--- src/rtl/cnt_fnd_ctrl.sv ---
// Binary-to-BCD converter (shift-add-3, 9-cycle period) driving a 3-digit multiplexed
// 7-segment display with leading-zero blanking.
module cnt_fnd_ctrl #(
   parameter int unsigned SCAN_DIV = 1000
) (
   input  logic        clk,
   input  logic        rst_n,
   input  logic [6:0]  cnt,
   output logic [11:0] bcd,
   output logic        conv_done,
   output logic [2:0]  digit_sel,
   output logic [6:0]  seg
);

   localparam int unsigned ScanW = $clog2(SCAN_DIV);

   typedef enum logic [1:0] {StIdle, StConv, StLoad} state_e;

   state_e       r_state, w_state_nxt;
   logic [6:0]   r_shift, w_shift_nxt;
   logic [11:0]  r_scratch, w_scratch_nxt;
   logic [11:0]  w_adj;
   logic [2:0]   r_shcnt, w_shcnt_nxt;
   logic [11:0]  r_bcd, w_bcd_nxt;
   logic         r_done, w_done_nxt;

   logic [ScanW-1:0] r_scan;
   logic [1:0]       r_idx;
   logic [3:0]       w_nib;
   logic             w_blank;
   logic [6:0]       w_seg;

   always_ff @(posedge clk or negedge rst_n) begin
      if (!rst_n) begin
         r_state   <= StIdle;
         r_shift   <= '0;
         r_scratch <= '0;
         r_shcnt   <= '0;
         r_bcd     <= '0;
         r_done    <= 1'b0;
      end else begin
         r_state   <= w_state_nxt;
         r_shift   <= w_shift_nxt;
         r_scratch <= w_scratch_nxt;
         r_shcnt   <= w_shcnt_nxt;
         r_bcd     <= w_bcd_nxt;
         r_done    <= w_done_nxt;
      end
   end

   // Add-3 correction so each nibble stays within 0..9 after the following shift
   always_comb begin
      w_adj = r_scratch;
      for (int i = 0; i < 3; i++) begin
         if (r_scratch[4*i +: 4] >= 4'd5) begin
            w_adj[4*i +: 4] = r_scratch[4*i +: 4] + 4'd3;
         end
      end
   end

   always_comb begin
      w_state_nxt   = r_state;
      w_shift_nxt   = r_shift;
      w_scratch_nxt = r_scratch;
      w_shcnt_nxt   = r_shcnt;
      w_bcd_nxt     = r_bcd;
      w_done_nxt    = 1'b0;
      case (r_state)
         StIdle: begin
            w_shift_nxt   = cnt;
            w_scratch_nxt = '0;
            w_shcnt_nxt   = '0;
            w_state_nxt   = StConv;
         end
         StConv: begin
            {w_scratch_nxt, w_shift_nxt} = {w_adj[10:0], r_shift, 1'b0};
            w_shcnt_nxt = r_shcnt + 3'd1;
            if (r_shcnt == 3'd6) begin
               w_state_nxt = StLoad;
            end
         end
         StLoad: begin
            w_bcd_nxt   = r_scratch;
            w_done_nxt  = 1'b1;
            w_state_nxt = StIdle;
         end
         default: w_state_nxt = StIdle;
      endcase
   end

   always_ff @(posedge clk or negedge rst_n) begin
      if (!rst_n) begin
         r_scan <= '0;
         r_idx  <= 2'd0;
      end else if (r_scan == ScanW'(SCAN_DIV - 1)) begin
         r_scan <= '0;
         r_idx  <= (r_idx == 2'd2) ? 2'd0 : r_idx + 2'd1;
      end else begin
         r_scan <= r_scan + 1'b1;
      end
   end

   always_comb begin
      w_nib   = r_bcd[3:0];
      w_blank = 1'b0;
      case (r_idx)
         2'd1: begin
            w_nib   = r_bcd[7:4];
            w_blank = (r_bcd[11:8] == 4'd0) && (r_bcd[7:4] == 4'd0);
         end
         2'd2: begin
            w_nib   = r_bcd[11:8];
            w_blank = (r_bcd[11:8] == 4'd0);
         end
         default: ;
      endcase
      case (w_nib)
         4'd0:    w_seg = 7'h3F;
         4'd1:    w_seg = 7'h06;
         4'd2:    w_seg = 7'h5B;
         4'd3:    w_seg = 7'h4F;
         4'd4:    w_seg = 7'h66;
         4'd5:    w_seg = 7'h6D;
         4'd6:    w_seg = 7'h7D;
         4'd7:    w_seg = 7'h07;
         4'd8:    w_seg = 7'h7F;
         4'd9:    w_seg = 7'h6F;
         default: w_seg = 7'h00;
      endcase
      if (w_blank) begin
         w_seg = 7'h00;
      end
   end

   always_comb begin
      case (r_idx)
         2'd0:    digit_sel = 3'b110;
         2'd1:    digit_sel = 3'b101;
         default: digit_sel = 3'b011;
      endcase
   end

   assign seg       = w_seg;
   assign bcd       = r_bcd;
   assign conv_done = r_done;

endmodule

--- config.mk ---
export PLATFORM = sky130hd
export DESIGN_NAME = cnt_fnd_ctrl
export DESIGN_NICKNAME = d
export VERILOG_FILES = /design/src/rtl/cnt_fnd_ctrl.sv
export SDC_FILE = /design/constraint.sdc
export NUM_CORES = 1
export LEC_CHECK = 0
export ABC_AREA = 1
export BUFFER_PORTS_ARGS = -buffer_cell sky130_fd_sc_hd__buf_2
export CAP_MARGIN = 20
export CORE_AREA = 4 4 110 112
export DETAILED_ROUTE_END_ITERATION = 12
export DIE_AREA = 0 0 114 116
export PLACE_DENSITY_LB_ADDON = 0.08
export SLEW_MARGIN = 20
export SYNTH_ARGS = -nofsm -noshare
export SYNTH_HDL_FRONTEND = slang
export SYNTH_SLANG_ARGS = --single-unit
--- constraint.sdc ---
create_clock -name clk -period 2.5 [get_ports clk]
set_input_delay 0.25 -clock clk [delete_from_list [all_inputs] [get_ports clk]]
set_output_delay 0.25 -clock clk [all_outputs]
set_load 0.05 [all_outputs]
==> metrics.md <==
| Metric | Value |
|---|---|
| Hold Vio Cnt, Final | 0 |
| Multi-input combinational cell area | 1300 sq um |
| Register Area | 1230 sq um |
| Slew @ Worst Pin | between 0.4 and 0.5 ns |
| DRT iter0 DRCs | 72 |
| Req. time, crit path | 2.25 ns |
| Syn avg cell area | approximately 8.0 sq um |
| Most common cell after layout, fill and taps aside | nand2_1 |
| Root Driver | clkbuf_16 |
| Synth top area share | a little under half |
| CP dominant cell by count | nor2_2 |
| Port Buffers | 31 |
| Top Family by Delay on Critical Path | simple AND/OR/NAND/NOR gates |
| Gr ovfl total | 0 |
| Overall Power | around 0.0027 W |
| Power Density | 811 nW/um^2 |
| Share of cells above drive strength 1 | between 20% and 30% |
| WL final | 6200 um |
| Crit path cell chain | inv_2 > ha_4 > or2_1 > nand2_2 > inv_1 > ha_1 > nor2_2 > nor2_1 > nor2_2 > buf_6 |
| F_max | 0.421 GHz |
| Worst setup EP type | output port |
| Largest area contributor in the netlist | dfrtp_1 |
| Synth warn | 0 |
| P&R area growth vs syn | 23.1% |
| Period utilisation layout | 94.9% |
| Placed cell count | a little over 500 |
| Pins Over Slew Limit | 0 |
| Net count, final | 409 |
| Largest net degree at the start of global routing | 25 |
| Max-cap violations | 0 |
| Slowest cell on the critical path | dfrtp_1 |
| Mapped Area | 2710 sq um |
| Hold Crit Class | in -> reg |
| Placer congestion estimate | ~0.76 |
| Global Route Usage Sum | under 10% |
| Synthesized instance count | roughly 340 |
| Status | finished, final reports clean |
| Number of cell rows | 39 |
| Die footprint | 13200 sq um |
| Fin crit period | 2.37 ns |
| CTS tree | built |
| Die span in y | 116 um |
| Via/cell ratio | 4.15 |
| Routed wire per std cell | between 10 and 15 um |
| CP max FO | 7 |
| DRC | 0 |
| Syn_nets | 367 |
| Insertion delay to the later sink of the worst-skew pair | 0.28 ns |
| DIE WIDTH | between 100 and 150 um |
| Library cells used by synthesis | 30 |
| CTS clk-pin slew, worst paths | 0.07 ns |
| Setup CP Type | reg -> out |
| Buf/Inv on CP | 3 |
| Crit-path max cell delay | 0.40 ns |
| Hpwl dp | 4630 um |
| Clock Path Buffers | 2 |
| Worst reg2reg path depth | 6 |
| Leak | 1.67 nW |
| Num ports | 32 |
| Setup tns final | 0 ns |
| First-pass GRT wire length | 10700 um |
| Hold WS | between 0.15 and 0.2 ns |
| RSZ-0062 raised after global routing | no |
| Most frequent cells in the layout | nand2_1, dfrtp_1, inv_1, buf_2 |
| Setup WS post-layout | 0.127 ns |
| H-tree Lvls | 2 |
| Fillers | 1257 |
| WHS Path Cells | 3 |
| N_diodes | 0 |
| VDD IR-drop max | 666 uV |
| Antenna violations before repair | 0 |
| Clock Skews | 0.00477 ns |
| First-pass DRT Iterations | 4 |
| Relative slew slack | 68.9% |
| CORE AREA | 11200 sq um |
| ANT nets after route | 0 |
| Setup WS pre-CTS | 0.153 ns |
| Seq/Total Area, Yosys | a little under half |
| Area contributors post-synth | dfrtp_1, nand2_1, ha_1 |
| Via count | 2177 |
| Worst EP arrival | 2.12 ns |
| Cts bufs inserted | 5 |
| Post-synthesis sequential element count | around 50 |
| Crit start category | flip-flop |
| Initial Util | 24.2% |
| Non-Filler Instances | 525 |
| # setup viols final | 0 |
| Number of global-route vias before repair | 2171 |
| Worst path depth | 10 |
| Total clock sinks | 49 |
## cell type report
cell class	instances	share of cell area, %
inverters	48	5.40
multi-input cells	235	38.9
clock inverters	3	1.95
repair buffers	42	7.91
flip-flops and latches	49	36.7
well taps	143	5.36
clock buffers	5	3.75
## cell usage after synthesis
library cell and instances:
a21oi_1 7, clkbuf_1 1, inv_1 43, o22ai_1 5
a31oi_1 2, ha_1 19, nand2_2 2, nand3_2 1
nand3_1 22, nand2_4 3, nand4_1 2, buf_6 1
dfrtp_1 49, inv_2 5, o31ai_1 1, o21ai_2 1
or2_1 2, nor3_1 4, or2_4 1, buf_2 4
o21ai_0 14, o211ai_1 2, nor2_4 2, buf_4 1
nand2_8 1, o21ai_1 17, xor2_1 4, nor2_2 1
nand2_1 94, nor2_1 28
## per-stage QoR
step	utilization (%)	cell area, sq um
finish	29.8	3340
global route	29.8	3340
CTS	29.4	3290
detailed placement	27.3	3060
global placement	27.3	3060
floorplan	-	2730
## final timing paths
| path | startpoint | endpoint | slack [ns] |
|---|---|---|---|
| min in group asynchronous | rst_n | r_scan[3] | 0.34 |
| hold / removal | cnt[0] | r_shift[0] | 0.18 |
| max in group asynchronous | rst_n | r_shift[6] | 1.56 |
| hold reg to reg | r_shift[1] | r_shift[2] | 0.49 |
| setup / recovery | r_idx[1] | seg[3] | 0.13 |
| setup reg to reg | r_scan[0] | r_idx[0] | 0.87 |
## state kept, by name, indices dropped and copies added, names as in the netlist
name and cells:
bcd 12, conv_done 1, r_idx 2, r_scan 10, r_scratch 12, r_shcnt 3, r_shift 7, r_state 2
## power by group
part           switching [W]  internal, W  leakage (nW)
clock               0.000294     0.000572        0.0938
sequential         0.0000474     0.000839         0.625
combinational       0.000674     0.000282         0.952
## timing repair
action	4_1_cts	5_1_grt
pin swaps	0	1
gates resized for setup	9	7
setup buffers	0	4
hold buffers	1	0
hold endpoints to repair	7	0
endpoints found under the setup margin	6	5
## routing by layer
metal	track usage, %	wire length, um
met1	13.6	3260
met3	2.09	211
met5	0	0
met4	2.93	58
met2	16.0	2670
## worst min-delay path, stage by stage
cell and delay [ns]:
buf_2 0.07, nand2_1 0.04, o21ai_0 0.06
## cell families (layout without fill, tap and decap cells)
| logic type | after synthesis | count (layout) | synth area share [%] |
|---|---|---|---|
| AO/OA/AOI/OAI | 49 | 49 | 9.77 |
| XOR/XNOR | 4 | 4 | 1.29 |
| adder cells (fa/ha/maj) | 19 | 19 | 8.76 |
| buffers and inverters | 55 | 98 | 8.21 |
| flip-flops | 49 | 49 | 45.2 |
| AND/OR/NAND/NOR | 163 | 163 | 26.8 |
(Power assumes the default switching activity.)
